<file path="src/rtl/div_unit.sv">
// Multi-cycle radix-2 restoring divider producing {remainder, quotient} for the HI/LO write.
// Signed operands are divided as magnitudes, and the signs are restored when the result is written.
module div_unit #(
  parameter int unsigned WIDTH = 32
) (
  input  logic               clk,
  input  logic               resetn,
  input  logic               start,
  input  logic               signed_div,
  input  logic [WIDTH-1:0]   opdata1,
  input  logic [WIDTH-1:0]   opdata2,
  input  logic               annul,
  output logic               busy,
  output logic               result_valid,
  output logic [2*WIDTH-1:0] result
);

  localparam int unsigned CW = $clog2(WIDTH) + 1;

  localparam logic [1:0] IDLE = 2'd0;
  localparam logic [1:0] CALC = 2'd1;
  localparam logic [1:0] DONE = 2'd2;

  logic [1:0]         state_q,  state_d;
  logic [CW-1:0]      cnt_q,    cnt_d;
  logic [WIDTH-1:0]   rem_q,    rem_d;
  logic [WIDTH-1:0]   dvd_q,    dvd_d;
  logic [WIDTH-1:0]   dvs_q,    dvs_d;
  logic               negq_q,   negq_d;
  logic               negr_q,   negr_d;
  logic               busy_q,   busy_d;
  logic               valid_q,  valid_d;
  logic [2*WIDTH-1:0] result_q, result_d;

  logic [WIDTH-1:0]   op1_abs, op2_abs;
  logic [WIDTH:0]     rem_sh;
  logic [WIDTH-1:0]   rem_lo, diff, rem_next, dvd_next, q_fin, r_fin;
  logic               take;

  assign op1_abs = (signed_div && opdata1[WIDTH-1]) ? -opdata1 : opdata1;
  assign op2_abs = (signed_div && opdata2[WIDTH-1]) ? -opdata2 : opdata2;

  // The shifted remainder can reach WIDTH+1 bits; when its top bit is set,
  // the trial subtraction cannot borrow, and the WIDTH-bit difference is exact.
  assign rem_sh   = {rem_q, dvd_q[WIDTH-1]};
  assign rem_lo   = rem_sh[WIDTH-1:0];
  assign diff     = rem_lo - dvs_q;
  assign take     = rem_sh[WIDTH] | (rem_lo >= dvs_q);
  assign rem_next = take ? diff : rem_lo;
  assign dvd_next = {dvd_q[WIDTH-2:0], take};
  assign q_fin    = negq_q ? -dvd_next : dvd_next;
  assign r_fin    = negr_q ? -rem_next : rem_next;

  always_comb begin
    state_d  = state_q;
    cnt_d    = cnt_q;
    rem_d    = rem_q;
    dvd_d    = dvd_q;
    dvs_d    = dvs_q;
    negq_d   = negq_q;
    negr_d   = negr_q;
    result_d = result_q;
    if (annul) begin
      state_d = IDLE;
    end else begin
      case (state_q)
        IDLE: begin
          if (start) begin
            state_d = CALC;
            dvd_d   = op1_abs;
            dvs_d   = op2_abs;
            negq_d  = signed_div & (opdata1[WIDTH-1] ^ opdata2[WIDTH-1]);
            negr_d  = signed_div & opdata1[WIDTH-1];
            rem_d   = '0;
            cnt_d   = '0;
          end
        end
        CALC: begin
          rem_d = rem_next;
          dvd_d = dvd_next;
          cnt_d = cnt_q + CW'(1);
          if (cnt_q == CW'(WIDTH - 1)) begin
            state_d  = DONE;
            result_d = {r_fin, q_fin};
          end
        end
        DONE:    state_d = IDLE;
        default: state_d = IDLE;
      endcase
    end
    busy_d  = (state_d == CALC);
    valid_d = (state_d == DONE);
  end

  always_ff @(posedge clk or negedge resetn) begin
    if (!resetn) begin
      state_q  <= IDLE;
      cnt_q    <= '0;
      rem_q    <= '0;
      dvd_q    <= '0;
      dvs_q    <= '0;
      negq_q   <= 1'b0;
      negr_q   <= 1'b0;
      busy_q   <= 1'b0;
      valid_q  <= 1'b0;
      result_q <= '0;
    end else begin
      state_q  <= state_d;
      cnt_q    <= cnt_d;
      rem_q    <= rem_d;
      dvd_q    <= dvd_d;
      dvs_q    <= dvs_d;
      negq_q   <= negq_d;
      negr_q   <= negr_d;
      busy_q   <= busy_d;
      valid_q  <= valid_d;
      result_q <= result_d;
    end
  end

  assign busy         = busy_q;
  assign result_valid = valid_q;
  assign result       = result_q;

endmodule

</file>
<file path="config.mk">
export PLATFORM = sky130hd
export DESIGN_NAME = div_unit
export DESIGN_NICKNAME = d
export VERILOG_FILES = /design/src/rtl/div_unit.sv
export SDC_FILE = /design/constraint.sdc
export NUM_CORES = 1
export LEC_CHECK = 0
export CORE_MARGIN = 5
export CORE_UTILIZATION = 56
export CTS_BUF_LIST = sky130_fd_sc_hd__clkbuf_8 sky130_fd_sc_hd__clkbuf_16
export DETAILED_ROUTE_END_ITERATION = 8
export GPL_TIMING_DRIVEN = 0
export PLACE_DENSITY = 0.9
export SYNTH_ARGS = -nofsm -noshare
export SYNTH_HDL_FRONTEND = slang
export SYNTH_SLANG_ARGS = --single-unit
</file>
<file path="constraint.sdc">
create_clock -name clk -period 5.25 [get_ports clk]
set_clock_uncertainty 0.1 [all_clocks]
set_input_delay 0.7875 -clock clk [delete_from_list [all_inputs] [get_ports clk]]
set_output_delay 0.7875 -clock clk [all_outputs]
set_load 0.02 [all_outputs]
</file>
### Yosys cells after proc, flatten, opt, wreduce, memory -nomap -nowiden

Index checks and enable logic that the tools add are counted.

* add/sub/neg operators: 6
* magnitude comparators: 1
* equality and inequality tests: 5
* muxes and demuxes: 15
* bitwise gates (word level): 5
* reductions and logical operators: 7

Operator list (number)
* 32-bit two-way mux: 7
* 32-bit negation: 4
* 32-bit case mux with 2 select lines: 2
* 32-bit >= comparator: 1
* 32-bit subtractor: 1
* 6-bit case mux with 2 select lines: 1
* 3-bit AND reduction: 3
* 6-bit by 1-bit adder with 6-bit output (second input constant): 1
* 6-bit by 5-bit equality test with 1-bit output (second input constant): 1
* 2-bit two-way mux: 3
* 6-bit two-way mux: 1
* 2-bit by 1-bit equality test with 1-bit output (second input constant): 2
* 2-bit case mux with 2 select lines: 1
* 1-bit AND: 2
* 2-bit equality test (second input constant): 1
* 1-bit logical AND: 2
* 2-bit zero test: 1
* 2-bit != test (second input constant): 1
* 2-bit nonzero test: 1
* 1-bit NOT: 1
* 1-bit bitwise OR: 1
* 1-bit bitwise XOR: 1

* register bits: 172
* bits of input ports: 69
* output and inout port bits: 66
* word-level logic and storage cells: 49

### Longest topological paths before layout

Gate-level depths: netlist of the first run.

* depth in word-level cells: 5
* gate-level depth with buffers: 22
* depth with buffers taken out: 19

### Least setup slack after synthesis of the first run

Ideal clock, no wire load.

* kind: flip-flop to flip-flop
* from: reg dvd_q[31]
* to: reg result_q[60] (netlist: result[60])
* library setup time: 0.130 ns
* arrival: 4.639 ns
* data required time: 5.020 ns
* path slack: 0.381 ns
* cell stages (with the launch flop): 23
* buffers on the path: 3
* path through: dfrtp_1 > inv_1 > ha_1 > fa_1 > nand2b_1 > a21o_1 > nand3_1 > a21o_1 > o221ai_4 > nand2_4 > buf_6 > buf_1 > buf_2 > nand2_1 > o21ai_0 > ha_1 > nor4b_2 > nand2_1 > nor4_2 > o2111ai_2 > o41ai_2 > xnor2_1 > o21ai_1

* cells in the longest elaborated chain, start to end: 5
* elaborated cells between the ends (all ways): 6

Ends and longest elaborated chain
* start, declared: line 27 `logic [WIDTH-1:0] dvd_q, dvd_d;`
* start signal, assigned: line 111 `dvd_q <= dvd_d;`
* 32-bit >= comparator: line 48 `assign take = rem_sh[WIDTH] | (rem_lo >= dvs_q);`
* 1-bit bitwise OR: line 48
* 32-bit two-way mux *: line 49 `assign rem_next = take ? diff : rem_lo;`
* 32-bit negation: line 52 `assign r_fin = negr_q ? -rem_next : rem_next;`
* 32-bit two-way mux *: line 52
* end signal, assigned: line 117 `result_q <= result_d;`
* end, declared: line 33 `logic [2*WIDTH-1:0] result_q, result_d;`

Every way passes the cells marked *; elsewhere a longest branch is shown, timed or not.
A chain may end at the register's enable or synchronous reset.

### Final worst setup path of the first run

* from: reg rem_q[10]
* to: reg result_q[28] (netlist: result[28])

* cells in the longest elaborated chain, start to end: 4

Ends and longest elaborated chain
* start, declared: line 26 `logic [WIDTH-1:0] rem_q, rem_d;`
* start signal, assigned: line 110 `rem_q <= rem_d;`
* 32-bit >= comparator: line 48
* 1-bit bitwise OR: line 48
* 32-bit negation: line 51 `assign q_fin = negq_q ? -dvd_next : dvd_next;`
* 32-bit two-way mux: line 51

Every way passes these cells.

==> out/qor.txt, run 1 <==
outcome = finished clean
vias in the first global route = 11,310
initial DRC count = 1,265
Max stage delay on crit path = 0.50 ns
Crit-path slowest cell = dfrtp_1
most frequent cells in the layout = 233 x nand2_1, 193 x o21ai_0, 171 x dfrtp_1
Netlist cell types = 72
Fin. Hold Viols = 0
worst-margin pin slew = 0.9981 ns
FMAX = 0.2016 GHz
crit end category = flop
Post-synth EDFFs = 0
Mean Syn Cell Area = 8.078 um2
largest fanout on the critical path = 10
Sink Count = 172
kind of critical path = reg -> reg
post-synthesis async set-or-reset flop share = 100.0%
remaining global-route overflow = 0
Die Wd = 156.1 um
first-pass GRT wire length = 59,430 um
post-synth net total = 1,586
Tcrit/Tclk final = 94.50%
Gate power share = 61.2%
CTS buffer count = 17
CP Launch Type = flop
ANT nets after route = 0
Global Route Usage Sum = 30.34%
vias per cell = 6.213
Synth top area share = 36.02%
Clk Latency, worst-skew pair = 0.44 ns
Placer Congestion = 0.9803
register area share after synthesis = 36.02%
initial antenna violation count = 0
CP cell instances = ha_1 > buf_2 > a21oi_1 > o21ai_1 > or3_1 > a21o_1 > o221ai_4 > nand2_4 > inv_2 > buf_4 > clkbuf_2 > ha_1 > nor2b_1 > nand3_1 > nor4_1 > nand2_1 > o31ai_1 > xor2_1 > o21ai_0
number of I/O port buffers = 134
Sw Pwr = 4.015 mW
hold_buf cts = 0
Die Y = 156.1 um
layout cells sized above 1 = 5.400%
Sw Ratio = 50.35%
Clk pwr share = 15.3%
Hold/Removal Path Class = in -> async
die area = 24,360 um2
worst-case clock buffer depth = 2
number of synthesized register bits = 172
worst path bufs/invs = 4
power density over the cells = 556.6 nW/um2
final worst setup slack = 0.2886 ns
total number of vias = 11,950
Yosys warnings = 0
root buf cell = clkbuf_16
worst path required time = 5.46 ns
DRC = 0
CP dominant cell by count = ha_1
Final Core Density = 68.16%
DRT Pass-1 Iters = 6
dpl ws = -0.7092 ns
n_diodes = 0
Yosys top cell by area = dfrtp_1
I/O pin total = 135
pin count of the biggest net entering global routing = 89
area delta synth->final = 19.93%
cell internal pwr = 3.959 mW
Clock H-tree levels = 4
commonest non-fill, non-tap cell in the layout = nand2_1
average routed wire per standard cell = 19.41 um
Post-Synthesis Cells = 1,479
IR drop worst, VDD = 0.3958 mV
synthesized area = 11,950 um2
Max Slew Vio Count = 0
synth top area cells = dfrtp_1 36%, o21ai_0 8.2%, nand2_1 7.3%, xor2_1 5.1%, xnor2_1 4.9%
final worst path period need = 4.961 ns
CTS tree = done
leakage dissipation = 5.941 nW
core area = 21,020 um2
hpwl dp = 28,740 um
normalized max-slew margin = 32.85%
number of cell rows = 53
Post-Route WL = 37,330 um
commonest register cell after synthesis = dfrtp_1
Clk pin slew, worst setup/hold paths = 0.07 ns
CP top delay family = simple AND/OR/NAND/NOR gates
Reg power frac = 23.5%
WP data arrival = 5.17 ns
Max-Cap Viols = 0
NumNets Final = 1,742
Starting Density = 56.84%
setup violators final = 0
worst paths after layout:
kind                       startpoint          to  slack, ns  depth (start not counted)
max                         rem_q[10]  result[28]       0.29                         19
min                            resetn    cnt_q[1]       0.25                          1
max reg2reg                 rem_q[10]  result[28]       0.29                         19
min reg2reg                 dvs_q[26]   dvs_q[26]       0.38                          2
max in group asynchronous      resetn  result[47]       3.94                          2
min in group clk            dvs_q[26]   dvs_q[26]       0.38                          2
state kept, by name, indices dropped and copies added, names as in the netlist:
register and cells:
negq_q 1, state_q 2, result 64, result_valid 1, negr_q 1, busy 1, dvd_q 32, cnt_q 6
rem_q 32, dvs_q 32
metal layers:
| layer | global-route usage [%] | part of all wire (%) |
|---|---|---|
| met1 | 42.97 | 43 |
| met2 | 46.93 | 45 |
| met5 | 0 | 0 |
| met4 | 9.129 | 2.6 |
| met3 | 6.630 | 9.5 |
metrics by stage:
step	cell area (um2)	setup TNS (ns)	total power [mW]	hold slack, ns	std cells
floorplan	11950	0	5.212	0.3498	1479
global placement	13630	-617.59	6.343	0.3617	1888
detailed placement	13670	-5.193	6.454	0.3716	1889
CTS	14270	0	7.761	0.2944	1921
global route	14330	-0.01355	8.466	0.3142	1923
finish	14330	0	7.975	0.2501	1923
synthesized netlist by cell type, types with 10 or more instances:
master / n
a21o_1: 10
a21oi_1: 106
buf_2: 14
clkbuf_1: 57
dfrtp_1: 172
ha_1: 37
inv_1: 51
mux2i_1: 28
nand2_1: 233
nand2b_1: 12
nand3_1: 26
nand4_1: 10
nor2_1: 105
nor3_1: 34
nor4_1: 20
o21ai_0: 195
o21ai_1: 29
o31ai_1: 26
or3_1: 18
or4_1: 10
xnor2_1: 67
xor2_1: 69
cell families after synthesis:
logic type | synth area share (%)
mux | 3.006
fa+ha+maj | 4.042
compound gates | 22.25
buf+inv | 4.514
simple gates | 20.19
xor+xnor | 9.970
flops | 36.02
timing repair:
| item | 4_1_cts | 5_1_grt |
|---|---|---|
| resized for setup | 13 | 7 |
| setup buffers | 1 | 4 |
| pin swaps | 3 | 7 |
| setup endpoints to repair | 12 | 12 |
area by class of cell:
cell class | instances | area, um2
sequential | 172 | 4305
buffer | 77 | 342.8
fill | 1687 | 6693
multi-input combinational | 1175 | 7169
timing repair buffer | 140 | 1411
clock inverter | 15 | 135.1
clock buffer | 17 | 425.4
tap | 275 | 344.1
inverter | 52 | 195.2
power groups by stage:
stage / sequential (mW) / combinational, mW / clock, mW
2_1_floorplan: 1.76 / 3.46 / 0
3_3_place_gp: 1.86 / 4.48 / 0
3_5_place_dp: 1.87 / 4.58 / 0
4_1_cts: 1.85 / 4.69 / 1.22
5_1_grt: 1.89 / 5.31 / 1.27
6_report: 1.87 / 4.88 / 1.22
worst register-to-register path, stage by stage (launching register included):
cell      delay (ns)
dfrtp_1         0.50
ha_1            0.33
buf_2           0.17
a21oi_1         0.17
o21ai_1         0.11
or3_1           0.31
a21o_1          0.20
o221ai_4        0.24
nand2_4         0.08
inv_2           0.21
buf_4           0.25
clkbuf_2        0.34
ha_1            0.29
nor2b_1         0.26
nand3_1         0.18
nor4_1          0.28
nand2_1         0.17
o31ai_1         0.38
xor2_1          0.17
o21ai_0         0.08
Note: power is estimated with default switching activity, not from simulation.
==> run 2: changes to the inputs <==
Settings changed: ABC_AREA set to 0, CELL_PAD_IN_SITES_DETAIL_PLACEMENT set to 0, CELL_PAD_IN_SITES_GLOBAL_PLACEMENT set to 1, CORE_UTILIZATION 56 to 43, GPL_ROUTABILITY_DRIVEN set to 0, PLACE_DENSITY 0.9 to 0.91.
==> run 2 against run 1 <==
Against the previous run: sequential cell count did not move; highest routed layer unchanged; die area rose by 28%; largest cell class unchanged; design area rose by 1.3%; maximum frequency fell by 1.3%.
==> out/qor.txt, run 2 (synthesis results as in run 1) <==
outcome = finished clean
Gate power share = 60.7%
hpwl dp = 27,900 um
area delta synth->final = 21.50%
initial DRC count = 974
largest fanout on the critical path = 10
Hold/Removal Path Class = in -> async
leakage dissipation = 5.975 nW
total number of vias = 11,530
DRT met1 WL = 16,560 um
FMAX = 0.1989 GHz
crit path launch = dvd_q[31]
hold_buf cts = 0
Clk Latency, worst-skew pair = 0.44 ns
met3 WL = 2063 um
core area = 27,630 um2
cell internal pwr = 3.980 mW
DRC = 0
most frequent cells in the layout = 233 x nand2_1, 193 x o21ai_0, 172 x dfrtp_1
Clk pin slew, worst setup/hold paths = 0.08 ns
remaining global-route overflow = 0
n_diodes = 0
kind of critical path = reg -> reg
reg-to-reg startpoint = dvd_q[31]
number of cell rows = 61
Post-Route WL = 36,120 um
Max Slew Vio Count = 0
CP cell instances = inv_1 > ha_1 > fa_1 > nand2b_1 > a21o_1 > nand3_1 > a21o_1 > o221ai_4 > nand2_4 > buf_6 > buf_6 > buf_6 > nand2_1 > o21ai_2 > ha_4 > nor3b_2 > nand3b_1 > nor4_4 > o2111ai_4 > o41ai_2 > xnor2_1 > o21ai_1
Power Total = 7.869 mW
CP Launch Type = flop
Final Instance Area = 14,520 um2
Crit-path slowest cell = o41ai_2
CP dominant cell by count = buf_6
Die Wd = 176.7 um
setup violators final = 0
average routed wire per standard cell = 17.78 um
pin count of the biggest net entering global routing = 112
final worst setup slack = 0.2234 ns
Max stage delay on crit path = 0.44 ns
die area = 31,220 um2
Reg power frac = 23.5%
Routed met2 length = 16,420 um
IR drop worst, VDD = 0.4034 mV
vias in the first global route = 11,040
Max-Cap Viols = 0
number of I/O port buffers = 134
Tcrit/Tclk final = 95.75%
Clk pwr share = 15.8%
NumNets Final = 1,747
final worst path period need = 5.027 ns
CTS buffer count = 17
DRT Pass-1 Iters = 5
vias per cell = 5.678
crit end category = flop
normalized max-slew margin = 30.43%
Sw Ratio = 49.41%
initial antenna violation count = 0
worst-case clock buffer depth = 2
Global Route Usage Sum = 22.66%
layout cells sized above 1 = 5.868%
power density over the cells = 542.0 nW/um2
Top Layer Used = met4
root buf cell = clkbuf_16
first-pass GRT wire length = 57,590 um
Largest register FFs = 64
CTS tree = done
filler cell count in the final layout = 2,604
Starting Density = 43.24%
dpl ws = -0.7249 ns
Sw Pwr = 3.888 mW
placed cell area = 13,790 um2
Final Core Density = 52.54%
worst-margin pin slew = 1.029 ns
I/O pin total = 135
Sink Count = 172
WP data arrival = 5.23 ns
worst path required time = 5.45 ns
Fin. Hold Viols = 0
ANT nets after route = 0
Clock H-tree levels = 4
Die Y = 176.7 um
commonest non-fill, non-tap cell in the layout = nand2_1
run 2: cell count changes in the layout (fill, tap and decap cells not counted), moves of 2 or more:
cell / previous run / this run
inv_6: 3 / 5
clkinvlp_4: 3 / 1
clkinv_2: 0 / 2
inv_8: 4 / 1
buf_4: 6 / 9
buf_6: 3 / 5
inv_1: 53 / 51
run 2: cell type report:
class,instances,area (um2),area share (%)
clock buffer,18,439.2,3.025
multi-input combinational,1175,7186,49.50
tap,378,473.0,3.258
buffer,79,354.1,2.439
timing repair buffer,143,1434,9.878
sequential,172,4304,29.65
inverter,52,195.2,1.345
clock inverter,14,131.4,0.9050
run 2: final timing paths:
| kind | slack, ns | cells after the start | endpoint |
|---|---|---|---|
| min in group clk | 0.38 | 2 | dvs_q[11] |
| worst max-delay path | 0.22 | 22 | result[60] |
| worst max register to register | 0.22 | 22 | result[60] |
| worst min register to register | 0.38 | 2 | dvs_q[11] |
| worst min-delay path | 0.16 | 1 | dvd_q[4] |
| max in group asynchronous | 3.94 | 2 | result[42] |
run 2: critical path, delay by kind of cell, from the launching register on:
kind | cells | cell delay [ns]
AO/OA/AOI/OAI | 7 | 1.44
flip-flops | 1 | 0.43
buffers and inverters | 4 | 0.64
XOR/XNOR | 1 | 0.17
AND/OR/NAND/NOR | 7 | 1.26
adder cells (fa/ha/maj) | 3 | 0.85
run 2: metrics by stage:
stage / instances / hold WS, ns / TNS [ns]
2_1_floorplan: 1479 / 0.3498 / 0
3_3_place_gp: 1991 / 0.3640 / -660.94
3_5_place_dp: 1992 / 0.3701 / -5.029
4_1_cts: 2025 / 0.1886 / 0
5_1_grt: 2031 / 0.2048 / -0.008591
6_report: 2031 / 0.1618 / 0
run 2: what timing repair did:
| item | CTS | global route |
|---|---|---|
| pin swaps | 4 | 7 |
| resized for setup | 11 | 10 |
| buffers inserted | 2 | 6 |
| hold endpoints to repair | 0 | 0 |
| gates cloned | 0 | 0 |
| endpoints found under the setup margin | 13 | 13 |
run 2: layer usage:
metal	GRT usage [%]	up-vias
met5	0	-
met3	2.585	55
li1	-	5539
met2	35.85	381
met4	7.866	0
met1	32.39	5557
run 2: power groups by stage:
stage	sequential (mW)	combinational, mW	clock, mW
after floorplan	1.76	3.46	0
after global placement	1.86	4.49	0
after detailed placement	1.86	4.53	0
after CTS	1.84	4.61	1.26
after global routing	1.88	5.24	1.31
final	1.85	4.78	1.24
